[config.mk]
export PLATFORM = sky130hd
export DESIGN_NAME = gm_flush_streamer
export DESIGN_NICKNAME = d
export VERILOG_FILES = /design/src/rtl/gm_flush_streamer.sv
export SDC_FILE = /design/constraint.sdc
export NUM_CORES = 1
export LEC_CHECK = 0
export CORE_ASPECT_RATIO = 0.6
export CORE_MARGIN = 3
export CORE_UTILIZATION = 50
export CTS_CLUSTER_SIZE = 25
export DETAILED_ROUTE_END_ITERATION = 7
export PLACE_DENSITY = 0.79
export SETUP_SLACK_MARGIN = 0.4
export SLEW_MARGIN = 20
export SYNTH_ARGS = -nofsm -noshare
export SYNTH_HDL_FRONTEND = slang
export SYNTH_SLANG_ARGS = --single-unit
[constraint.sdc]
create_clock -name clk -period 2 [get_ports clk]
set_clock_uncertainty 0.15 [all_clocks]
set_input_delay 0.5 -clock clk [delete_from_list [all_inputs] [get_ports clk]]
set_output_delay 0.5 -clock clk [all_outputs]
set_load 0.05 [all_outputs]
[src/rtl/gm_flush_streamer.sv]
// rtl/gm_flush_streamer.sv - copies the game-state RAM into the pixel generator's graphics memory during retrace
//
// On each rising edge of request, reads all CELLS cells in address order and
// writes one encoded 4-bit tile per cycle on GMaddress/GMdata.
//
// Ports:
//   clk        rising-edge clock
//   rst_n      asynchronous active-low reset
//   request    high during vertical retrace; a rising edge starts a flush
//   st_addr    game-state RAM read address
//   st_rd      game-state RAM read strobe (data returns one cycle later)
//   st_data    cell state {revealed, flagged, mine, unused, count[3:0]}
//   GMaddress  graphics-memory write address
//   GMdata     encoded tile code
//   busy       flush in progress
//   done       one-cycle pulse with the write of the last cell
//   overrun    sticky; request fell before a flush completed
module gm_flush_streamer #(
    parameter int CELLS  = 256,
    parameter int ADDR_W = 8
) (
    input  logic              clk,
    input  logic              rst_n,
    input  logic              request,
    output logic [ADDR_W-1:0] st_addr,
    output logic              st_rd,
    input  logic [7:0]        st_data,
    output logic [ADDR_W-1:0] GMaddress,
    output logic [3:0]        GMdata,
    output logic              busy,
    output logic              done,
    output logic              overrun
);

    localparam logic [ADDR_W-1:0] LAST = ADDR_W'(CELLS - 1);

    typedef enum logic {IDLE, RUN} state_t;

    state_t            state;
    logic              req_q;
    logic              p1_valid;
    logic [ADDR_W-1:0] p1_addr;
    logic [3:0]        tile;
    logic              unused_bits;

    // Bit 4 of the cell state carries no display information.
    assign unused_bits = st_data[4];

    // Tile encoding; counts of 0, 8 and anything above 8 all show as blank.
    always_comb begin
        tile = 4'h0;
        if (!st_data[7]) begin
            tile = st_data[6] ? 4'h1 : 4'h0;
        end else if (st_data[5]) begin
            tile = 4'hF;
        end else if (st_data[3:0] >= 4'd1 && st_data[3:0] <= 4'd7) begin
            tile = {1'b1, st_data[2:0]};
        end else begin
            tile = 4'h8;
        end
    end

    always_ff @(posedge clk or negedge rst_n) begin
        if (!rst_n) begin
            state     <= IDLE;
            req_q     <= 1'b0;
            st_addr   <= '0;
            st_rd     <= 1'b0;
            p1_valid  <= 1'b0;
            p1_addr   <= '0;
            GMaddress <= '0;
            GMdata    <= 4'h0;
            busy      <= 1'b0;
            done      <= 1'b0;
            overrun   <= 1'b0;
        end else begin
            req_q <= request;
            done  <= 1'b0;
            case (state)
                IDLE: begin
                    if (request && !req_q) begin
                        state    <= RUN;
                        st_rd    <= 1'b1;
                        st_addr  <= '0;
                        busy     <= 1'b1;
                        p1_valid <= 1'b0;
                    end
                end
                RUN: begin
                    if (done) begin
                        // Last cell was written last cycle.
                        state <= IDLE;
                        busy  <= 1'b0;
                    end else if (!request) begin
                        // Retrace ended early: drop the pipeline and flag it.
                        state    <= IDLE;
                        st_rd    <= 1'b0;
                        busy     <= 1'b0;
                        overrun  <= 1'b1;
                        p1_valid <= 1'b0;
                    end else begin
                        // Address counter saturates; the read strobe ends after LAST.
                        if (st_addr != LAST) begin
                            st_addr <= st_addr + 1'b1;
                        end else begin
                            st_rd <= 1'b0;
                        end
                        // p1 lines up with the RAM data returned for last cycle's read.
                        p1_valid <= st_rd;
                        p1_addr  <= st_addr;
                        if (p1_valid) begin
                            GMaddress <= p1_addr;
                            GMdata    <= tile;
                            if (p1_addr == LAST) begin
                                done <= 1'b1;
                            end
                        end
                    end
                end
                default: state <= IDLE;
            endcase
        end
    end

endmodule
==> impl_metrics.py, run 1 <==
metrics = {
    "status": {
        "status": "completed",
    },
    "cts": {
        "clockRootBuffer": "clkbuf_8",
        "clk_latency_ps": 280,
        "postCtsHoldBufs": 0,
        "cts_buffers": 5,
        "clock_path_buffers": 2,
        "cts_tree": "built",
        "clock_sinks": 35,
        "htree_levels": 2,
        "clk_pin_slew_ps": 70,
    },
    "detailed_routing": {
        "dr_wl_met3_um": 209,
        "first_pass_iters": 4,
        "wl_um": 3640,
        "dr.first_iter.drc_count": 68,
        "drc_errors": 0,
        "wl_met1_um": 1700,
        "routedWlPerCell_um": 15.1,
        "vias": 1320,
        "postRouteAntennaNets": 0,
        "maxUsedRoutingLayer": "met4",
        "wl_met2_um": 1710,
        "avgViaCountPerCell": 5.45,
    },
    "timing": {
        "period_share_pct": 79.3,
        "rsz0062_at_grt": "true",
        "tightest_slew_ps": 440,
        "slew_headroom_pct": 70.7,
        "setup_viol": 0,
        "drv_slew": 0,
        "fin_setup_tns_ps": 0,
        "fmax_mhz": 630,
        "finalHoldViolCount": 0,
        "min_period_ps": 1590,
    },
    "worst_setup_path": {
        "r2r_slack_ps": 500,
        "path_class": "reg2out",
        "r2r_end": "st_addr[7]",
        "path_max_fanout": 8,
        "rr_worst_depth": 4,
        "slowest_delay_ps": 450,
        "cp_top_family": "flip-flops",
        "path_cells": "buf_4",
        "worst_ep_arrival_time_ps": 940,
        "worstReg2RegStart": "state",
        "startpoint_type": "register",
        "path_depth": 1,
        "cp.required_ps": 1350,
        "cpMaxStageDelayCell": "dfrtp_2",
        "path_buf_inv": 1,
        "endpoint_kind": "primary output",
    },
    "cells_and_area": {
        "nNetsFinal": 211,
        "antenna_cells": 0,
        "final_cells": 242,
        "drive_above_1_share_pct": 37.5,
        "synthToLayoutAreaGrowth_pct": 37.3,
    },
    "pwr": {
        "comb_power_share_pct": 26.8,
        "clkPwrFrac_pct": 27.8,
        "p_sw_share_pct": 33.2,
        "power_switching_uw": 613,
        "pwr_density_cell_nw_per_um2": 833,
        "ir_drop_v": 0.000494,
        "p_int_mw": 1.23,
        "power.leakage_nw": 1.10,
        "seq_power_share_pct": 45.5,
    },
    "hold_path": {
        "min_from": "overrun",
        "hold_class": "reg2reg",
        "whs_path_depth": 1,
        "whs_endpoint": "overrun",
    },
    "grt": {
        "grt_first_pass_wirelength_um": 5930,
        "overflow": 0,
        "antenna_found_initial": 0,
        "grt_max_degree": 36,
        "grt_pass1_vias": 1219,
        "track_usage_pct": 19.9,
    },
    "floorplan": {
        "core_area_um2": 2980,
        "dieArea_um2": 3970,
        "ios": 35,
        "dieHeight_um": 50.0,
        "num_rows": 15,
        "fp.dieW_um": 79.4,
        "start_util_pct": 54.1,
    },
    "logic_synthesis": {
        "synth-edff-count": 0,
        "ys_ff_latch": 35,
        "async_flop_share_pct": 100,
        "ys_types": 38,
        "synth_area_leader_cell": "dfrtp_1",
        "synth.top_cell.area_share_pct": 54.2,
        "syn_inst": 147,
        "yosysSeqAreaShare_pct": 54.2,
        "synthFlopType": "dfrtp_1",
        "synth_nets": 159,
        "syn_area_per_cell_um2": 11.0,
        "syn_area_um2": 1620,
        "synth_area_leaders": "dfrtp_1, nand2_1, mux2_2",
        "ys_warn_count": 0,
        "synth_commonest_cells": "dfrtp_1, nand2_1, o21ai_0",
    },
    "place": {
        "dp_hpwl_um": 2460,
        "place.port_buffers": 33,
        "gp_congestion": 0.789,
        "placedCellCount": 221,
    },
    "run": {
        "drv_cap": 0,
    },
}
-- power by group through the flow --
stage | clock (mW) | combinational, mW | sequential (mW)
4_1_cts | 0.527 | 0.499 | 0.841
3_3_place_gp | 0 | 0.473 | 0.850
3_5_place_dp | 0 | 0.487 | 0.857
5_1_grt | 0.577 | 0.526 | 0.849
2_1_floorplan | 0 | 0.125 | 1.04
6_report | 0.513 | 0.494 | 0.839
-- cells by family after synthesis --
family | synth area share [%]
muxes | 10.7
adders and majority gates | 0.774
buffers and inverters | 4.72
AOI/OAI and AO/OA | 9.68
DFF | 54.2
and+or+nand+nor | 19.9
-- stage by stage --
| stage | hold WS, ps | setup slack, ps | instance area, µm² | power [mW] | util (%) |
|---|---|---|---|---|---|
| final | 331 | 414 | 2220 | 1.85 | 74.3 |
| after detailed placement | 314 | -167 | 2020 | 1.34 | 67.8 |
| after floorplan | 54.4 | 387 | 1640 | 1.16 | - |
| after CTS | 332 | 385 | 2140 | 1.87 | 71.7 |
| after global routing | 382 | 366 | 2220 | 1.95 | 74.3 |
| after global placement | 312 | -113 | 2020 | 1.32 | 67.8 |
-- how the worst max path moves through the flow --
stage	start	endpoint
2_1_floorplan	st_addr[7]	st_addr[5]
3_3_place_gp	request	st_addr[7]
3_5_place_dp	request	st_addr[7]
4_1_cts	request	st_addr[7]
5_1_grt	state	st_addr[7]
6_report	done	done
-- cell type report --
class / count / area [µm²]
clock inverters: 1 / 5.00
well taps: 42 / 52.6
clock buffers: 7 / 86.3
multi-input cells: 101 / 679
inverters: 3 / 11.3
repair buffers: 53 / 494
fillers: 212 / 767
flip-flops and latches: 35 / 888
-- timing repair --
action,4_1_cts,5_1_grt
gates cloned,0,0
gates resized for setup,4,5
pin swaps,1,3
endpoints found under the hold margin,0,0
setup endpoints to repair,35,25
setup buffers,3,10
-- cells in the final DEF (no fill, tap or decap), drive strengths merged, types with 2 or more instances in the layout --
cell	instances
nand2	35
mux2	9
nor3b	2
o211ai	3
dfrtp	35
clkbuf	8
and3b	2
nand4	3
buf	44
a21oi	5
o21ai	8
nand3b	2
clkdlybuf4s50	8
mux2i	6
nor2b	3
nor3	2
a41oi	2
nor2	2
and3	3
inv	3
-- registers in the layout, indices dropped and copies added, names as in the netlist, 4 cells and up --
register,count
GMdata,4
GMaddress,8
p1_addr,8
st_addr,8
-- routing by layer --
metal  track usage [%]  vias up
met4              5.14        0
met5                 0        -
met1              27.8      647
met3              7.85        5
met2              28.9       47
li1                  -      621
Note: power is estimated with default switching activity, not from simulation.
==> inputs of run 2 (changes only) <==
clock period = 1.47 ns   (was 2 ns; I/O delays follow)
==> run 2 against run 1 <==
  * The flow now stops in 5_1_grt
  * Synthesized cell count is the same
  * Area after synthesis unchanged
==> impl_metrics.py, run 2 <==
metrics = {
    "status": {
        "status": "did not finish",
        "stop_stage": "5_1_grt",
        "tool.error": "[ERROR DPL-0038] Utilization greater than 100%, impossible to legalize",
    },
    "grt": {
        "grt_max_degree": 36,
    },
    "cts": {
        "clock_sinks": 35,
        "htree_levels": 2,
        "postCtsHoldBufs": 0,
        "clockRootBuffer": "clkbuf_8",
        "cts_buffers": 5,
        "clock_path_buffers": 2,
    },
    "logic_synthesis": {
        "yosysSeqAreaShare_pct": 54.2,
        "synth.top_cell.area_share_pct": 54.2,
        "syn_area_per_cell_um2": 11.0,
        "ys_types": 38,
        "synth_commonest_cells": "dfrtp_1, nand2_1, o21ai_0",
        "ys_ff_latch": 35,
        "synth-edff-count": 0,
        "synthXorXnorAreaFrac_pct": 0,
        "synth-compound-area-share_pct": 9.68,
        "async_flop_share_pct": 100,
        "ys_warn_count": 0,
        "synth_area_leader_cell": "dfrtp_1",
        "synth_top_family_by_area": "simple AND/OR/NAND/NOR gates",
        "synth_nets": 159,
        "syn_inst": 147,
        "syn_area_um2": 1620,
        "synth-simple-area-share_pct": 19.9,
        "synth_area_leaders": "dfrtp_1, nand2_1, mux2_2",
        "synthFlopType": "dfrtp_1",
        "muxShareOfSynthArea_pct": 10.7,
        "synthAdderAreaFrac_pct": 0.775,
    },
    "floorplan": {
        "fp.dieW_um": 79.4,
        "start_util_pct": 54.1,
        "dieHeight_um": 50.0,
        "num_rows": 15,
        "ios": 35,
    },
    "place": {
        "place.port_buffers": 33,
        "dpl_worst_slack_ps": -540,
        "gp_congestion": 0.898,
        "dp_hpwl_um": 3210,
        "placedCellCount": 234,
    },
    "timing": {
        "worstEpCategory": "register data pin",
        "grt-worst-endpoint": "st_addr[3]$_DFFE_PN0P_/D",
    },
}
==> run 2: stage by stage <==
stage	hold WS, ps	util [%]	instance area [µm²]
after floorplan	-78.1	-	1720
after global placement	342	81.7	2440
after detailed placement	343	81.7	2440
after CTS	252	95.1	2840
==> run 2: cells by family after synthesis <==
family / Yosys count
AND/OR/NAND/NOR: 61
buffers and inverters: 11
AO/OA/AOI/OAI: 24
multiplexers: 15
flip-flops: 35
adder cells (fa/ha/maj): 1
==> run 2: repair_timing <==
action,in CTS
pin swaps,13
setup endpoints to repair,58
endpoints found under the hold margin,0
gates resized for setup,44
setup buffers,22
gates cloned,0
==> inputs of run 3 (changes only) <==
CORE_ASPECT_RATIO = default   (was 0.6)
CORE_UTILIZATION = 40   (was 50)
CTS_CLUSTER_SIZE = default   (was 25)
PLACE_DENSITY = default   (was 0.79)
PLACE_DENSITY_LB_ADDON = 0.15   (was default)
SETUP_SLACK_MARGIN = default   (was 0.4)
==> run 3 against run 2 <==
  * The flow now finishes, with violations (negative setup slack)
==> impl_metrics.py, run 3 (synthesis gave the netlist of run 1 again) <==
metrics = {
    "status": {
        "status": "finished with violations",
        "violations": "negative setup slack",
    },
    "pwr": {
        "seq_power_share_pct": 41.1,
        "power_switching_uw": 903,
        "power_mw": 2.85,
        "pwr_density_cell_nw_per_um2": 1090,
        "p_sw_share_pct": 31.6,
        "comb_power_share_pct": 32.0,
        "p_int_mw": 1.95,
        "power.leakage_nw": 1.24,
        "clkPwrFrac_pct": 26.8,
        "ir_drop_v": 0.000588,
    },
    "floorplan": {
        "dieHeight_um": 69.5,
        "start_util_pct": 42.8,
        "num_rows": 22,
        "ios": 35,
        "dieArea_um2": 4840,
        "fp.dieW_um": 69.5,
        "core_area_um2": 3770,
    },
    "place": {
        "dp_hpwl_um": 2520,
        "dpl_worst_slack_ps": -553,
        "place.port_buffers": 33,
        "gp_congestion": 0.874,
    },
    "timing": {
        "layout_setup_ws_ps": -46.4,
        "slew_headroom_pct": 81.3,
        "tightest_slew_ps": 278,
        "drv_slew": 0,
        "min_period_ps": 1520,
        "fmax_mhz": 659,
        "setup_viol": 8,
        "rsz0062_at_grt": "true",
        "period_share_pct": 103,
        "finalHoldViolCount": 0,
    },
    "detailed_routing": {
        "first_pass_iters": 4,
        "vias": 1356,
        "dr.first_iter.drc_count": 52,
        "drc_errors": 0,
        "routedWlPerCell_um": 15.1,
        "postRouteAntennaNets": 0,
        "wl_um": 3920,
        "avgViaCountPerCell": 5.22,
    },
    "cells_and_area": {
        "drive_above_1_share_pct": 42.5,
        "layout_commonest_cell": "nand2_1",
        "nNetsFinal": 223,
        "mostFrequentLayoutCells": "nand2_1, dfrtp_1, buf_12",
        "num-fill-cells": 255,
        "antenna_cells": 0,
        "synthToLayoutAreaGrowth_pct": 61.9,
        "top_regs": "GMaddress (8), p1_addr (8), st_addr (8)",
    },
    "grt": {
        "overflow": 0,
        "grt_first_pass_wirelength_um": 6560,
        "grt_pass1_vias": 1375,
        "grt_max_degree": 36,
        "track_usage_pct": 16.8,
        "antenna_found_initial": 0,
    },
    "worst_setup_path": {
        "endpoint_kind": "primary output",
        "worst_ep_arrival_time_ps": 1000,
        "path_class": "reg2out",
        "startpoint_type": "register",
        "cp.required_ps": 950,
        "path_max_fanout": 5,
    },
    "run": {
        "drv_cap": 0,
    },
    "cts": {
        "htree_levels": 2,
        "clk_pin_slew_ps": 70,
        "clock_sinks": 35,
        "cts_buffers": 5,
        "clk_latency_ps": 280,
        "clock_path_buffers": 2,
        "cts_tree": "built",
        "postCtsHoldBufs": 0,
        "clockRootBuffer": "clkbuf_8",
    },
    "hold_path": {
        "hold_class": "in2async",
    },
}
==> run 3: worst paths after layout <==
kind,start,endpoint,slack (ps),cells past startpoint
max,done,done,-50,2
min,rst_n,overrun,300,2
max reg2reg,st_addr[0],st_addr[4],-40,4
min reg2reg,p1_addr[1],p1_addr[1],360,2
max in group asynchronous,rst_n,st_addr[7],680,2
min in group clk,p1_addr[1],p1_addr[1],360,2
==> run 3: metal layers <==
metal	part of all wire [%]	wire length [µm]	track usage (%)
met1	43	1680	21.3
met2	50	1970	28.2
met3	5.8	227	4.20
met4	1.0	39	5.21
met5	0	0	0
==> run 3: cell type report <==
class	instances	area (µm²)	share of cell area [%]
Tap cell	48	60.1	2.30
Timing Repair Buffer	64	840	32.1
Sequential cell	35	888	34.0
Inverter	3	11.3	0.431
Multi-Input combinational cell	102	716	27.4
Clock buffer	8	100	3.83
==> run 3: power by group through the flow <==
stage / Sequential, mW / Clock (mW) / Combinational, mW
floorplan: 1.41 / 0 / 0.172
global placement: 1.18 / 0 / 0.866
detailed placement: 1.19 / 0 / 0.874
CTS: 1.17 / 0.779 / 0.912
global route: 1.19 / 0.828 / 0.960
finish: 1.17 / 0.766 / 0.914
==> run 3: timing repair <==
action                     in CTS  in global routing
setup endpoints to repair      31                 26
resized for setup              10                  4
gates cloned                    1                  1
pin swaps                       1                  3
buffers inserted               10                  2
==> run 3: stage by stage <==
stage | std cells | cell area (µm²) | hold WS [ps] | setup TNS [ps] | util, %
2_1_floorplan | 147 | 1650 | -78.1 | -598 | -
3_3_place_gp | 238 | 2360 | 347 | -11410 | 62.5
3_5_place_dp | 238 | 2360 | 348 | -12480 | 62.5
4_1_cts | 257 | 2560 | 303 | -208 | 68.0
5_1_grt | 260 | 2620 | 315 | -819 | 69.3
6_report | 260 | 2620 | 299 | -213 | 69.3
==> run 3: worst max-delay path: stages (launching register included) <==
cell and delay, ps:
dfrtp_2 440, buf_6 140, buf_12 140
==> inputs of run 4 (changes only) <==
SETUP_SLACK_MARGIN = 0.5   (was default)
==> run 4 against run 3 <==
  * The run still ends with negative setup slack left
  * Highest routed layer unchanged
  * Via count is 10% higher
  * Sequential power hardly changed
  * Hold slack better by 0.99 ps
  * Utilization is 9.8 points higher
  * Sequential cell count stayed put
  * Total power is 5.2% higher
  * Largest power group unchanged
  * Count of clock-buffer cells in the layout stayed put
  * Setup slack worse by 9.9 ps
  * Fmax is 0.65% lower
  * Combinational power is 15% higher
  * Register-to-register slack hardly changed
==> impl_metrics.py, run 4 (synthesis gave the netlist of run 1 again) <==
metrics = {
    "cts": {
        "cts_tree": "built",
        "cts_buffers": 5,
        "clockRootBuffer": "clkbuf_8",
        "clk_pin_slew_ps": 70,
        "clock_path_buffers": 2,
        "postCtsHoldBufs": 0,
        "htree_levels": 2,
        "clock_sinks": 35,
        "clk_latency_ps": 280,
    },
    "worst_setup_path": {
        "endpoint_kind": "primary output",
        "worst_ep_arrival_time_ps": 1010,
        "path_class": "reg2out",
        "path_cells": "buf_6, buf_12",
        "slowest_delay_ps": 450,
        "startpoint_type": "register",
        "cpMaxStageDelayCell": "dfrtp_2",
        "cp.required_ps": 950,
        "path_max_fanout": 5,
    },
    "grt": {
        "track_usage_pct": 21.4,
        "grt_pass1_vias": 1621,
        "antenna_found_initial": 0,
        "overflow": 0,
        "grt_max_degree": 36,
        "grt_first_pass_wirelength_um": 8140,
    },
    "pwr": {
        "pwr_density_cell_nw_per_um2": 1010,
        "power_switching_uw": 951,
        "comb_power_share_pct": 35.1,
        "p_sw_share_pct": 31.7,
        "ir_drop_v": 0.000599,
        "p_int_mw": 2.05,
        "power.leakage_nw": 1.40,
        "seq_power_share_pct": 39.8,
        "clkPwrFrac_pct": 25.1,
    },
    "floorplan": {
        "ios": 35,
        "dieArea_um2": 4840,
        "fp.dieW_um": 69.5,
        "start_util_pct": 42.8,
        "num_rows": 22,
        "core_area_um2": 3770,
        "dieHeight_um": 69.5,
    },
    "timing": {
        "layout_setup_ws_ps": -56.3,
        "slew_headroom_pct": 82.1,
        "setup_viol": 9,
        "drv_slew": 0,
        "rsz0062_at_grt": "true",
        "period_share_pct": 104,
        "fmax_mhz": 655,
        "finalHoldViolCount": 0,
        "fin_setup_tns_ps": -323,
        "min_period_ps": 1530,
        "tightest_slew_ps": 268,
        "hold-worst-slack_ps": 300,
    },
    "detailed_routing": {
        "drc_errors": 0,
        "wl_met2_um": 2660,
        "maxUsedRoutingLayer": "met4",
        "avgViaCountPerCell": 5.35,
        "dr_wl_met3_um": 216,
        "routedWlPerCell_um": 18.0,
        "first_pass_iters": 4,
        "wl_um": 5040,
        "wl_met1_um": 2000,
        "vias": 1498,
        "postRouteAntennaNets": 0,
        "dr.first_iter.drc_count": 45,
    },
    "place": {
        "dpl_worst_slack_ps": -484,
        "dp_hpwl_um": 2600,
        "place.port_buffers": 33,
        "gp_congestion": 0.814,
    },
    "status": {
        "status": "finished with violations",
        "violations": "negative setup slack",
    },
    "cells_and_area": {
        "nNetsFinal": 243,
        "mostFrequentLayoutCells": "buf_4, buf_12, dfrtp_2",
        "post-route-util_pct": 79.2,
        "layout_commonest_cell": "buf_4",
        "drive_above_1_share_pct": 64.7,
        "top_regs": "GMaddress (8), p1_addr (8), st_addr (8)",
        "antenna_cells": 0,
        "synthToLayoutAreaGrowth_pct": 84.8,
    },
    "hold_path": {
        "hold_class": "in2async",
    },
    "run": {
        "drv_cap": 0,
    },
}
-- run 4: final cells by class --
cell class	count	area, µm²
inverters	3	11.3
multi-input cells	102	855
clock buffers	8	100
flip-flops and latches	35	907
fillers	187	786
well taps	48	60.1
repair buffers	84	1050
-- run 4: worst paths after layout --
kind | start | to | slack (ps) | depth (start not counted)
min | rst_n | p1_valid | 300 | 2
max reg2reg | done | st_rd | -40 | 6
min in group clk | p1_addr[6] | p1_addr[6] | 340 | 2
max in group asynchronous | rst_n | GMaddress[0] | 670 | 2
max | done | done | -60 | 2
min reg2reg | p1_addr[6] | p1_addr[6] | 340 | 2
-- run 4: through the flow --
step | total power [mW] | cell area [µm²] | std cells
finish | 3.00 | 2990 | 280
global route | 3.11 | 2990 | 280
CTS | 2.97 | 2880 | 274
detailed placement | 2.10 | 2410 | 239
global placement | 2.08 | 2410 | 239
floorplan | 1.62 | 1720 | 147
-- run 4: critical path: cells and delay by family (launching register included) --
| family | cells | cell delay (ps) |
|---|---|---|
| buffers and inverters | 2 | 280 |
| DFF | 1 | 450 |
-- run 4: repair_timing --
| action | CTS | global route |
|---|---|---|
| cloned | 2 | 0 |
| gates resized for setup | 40 | 16 |
| setup endpoints to repair | 58 | 58 |
| setup buffers | 25 | 6 |
| pin swaps | 18 | 9 |
-- run 4: per-layer routing --
layer	global-route usage, %	vias up
li1	-	689
met4	7.59	0
met2	38.1	47
met5	0	-
met1	24.7	745
met3	5.22	17
-- run 4: power groups by stage --
stage / Sequential (mW) / Combinational, mW / Clock [mW]
final: 1.19 / 1.05 / 0.754
after CTS: 1.19 / 1.01 / 0.771
after global routing: 1.21 / 1.10 / 0.806
after global placement: 1.20 / 0.879 / 0
after detailed placement: 1.21 / 0.894 / 0
after floorplan: 1.43 / 0.189 / 0
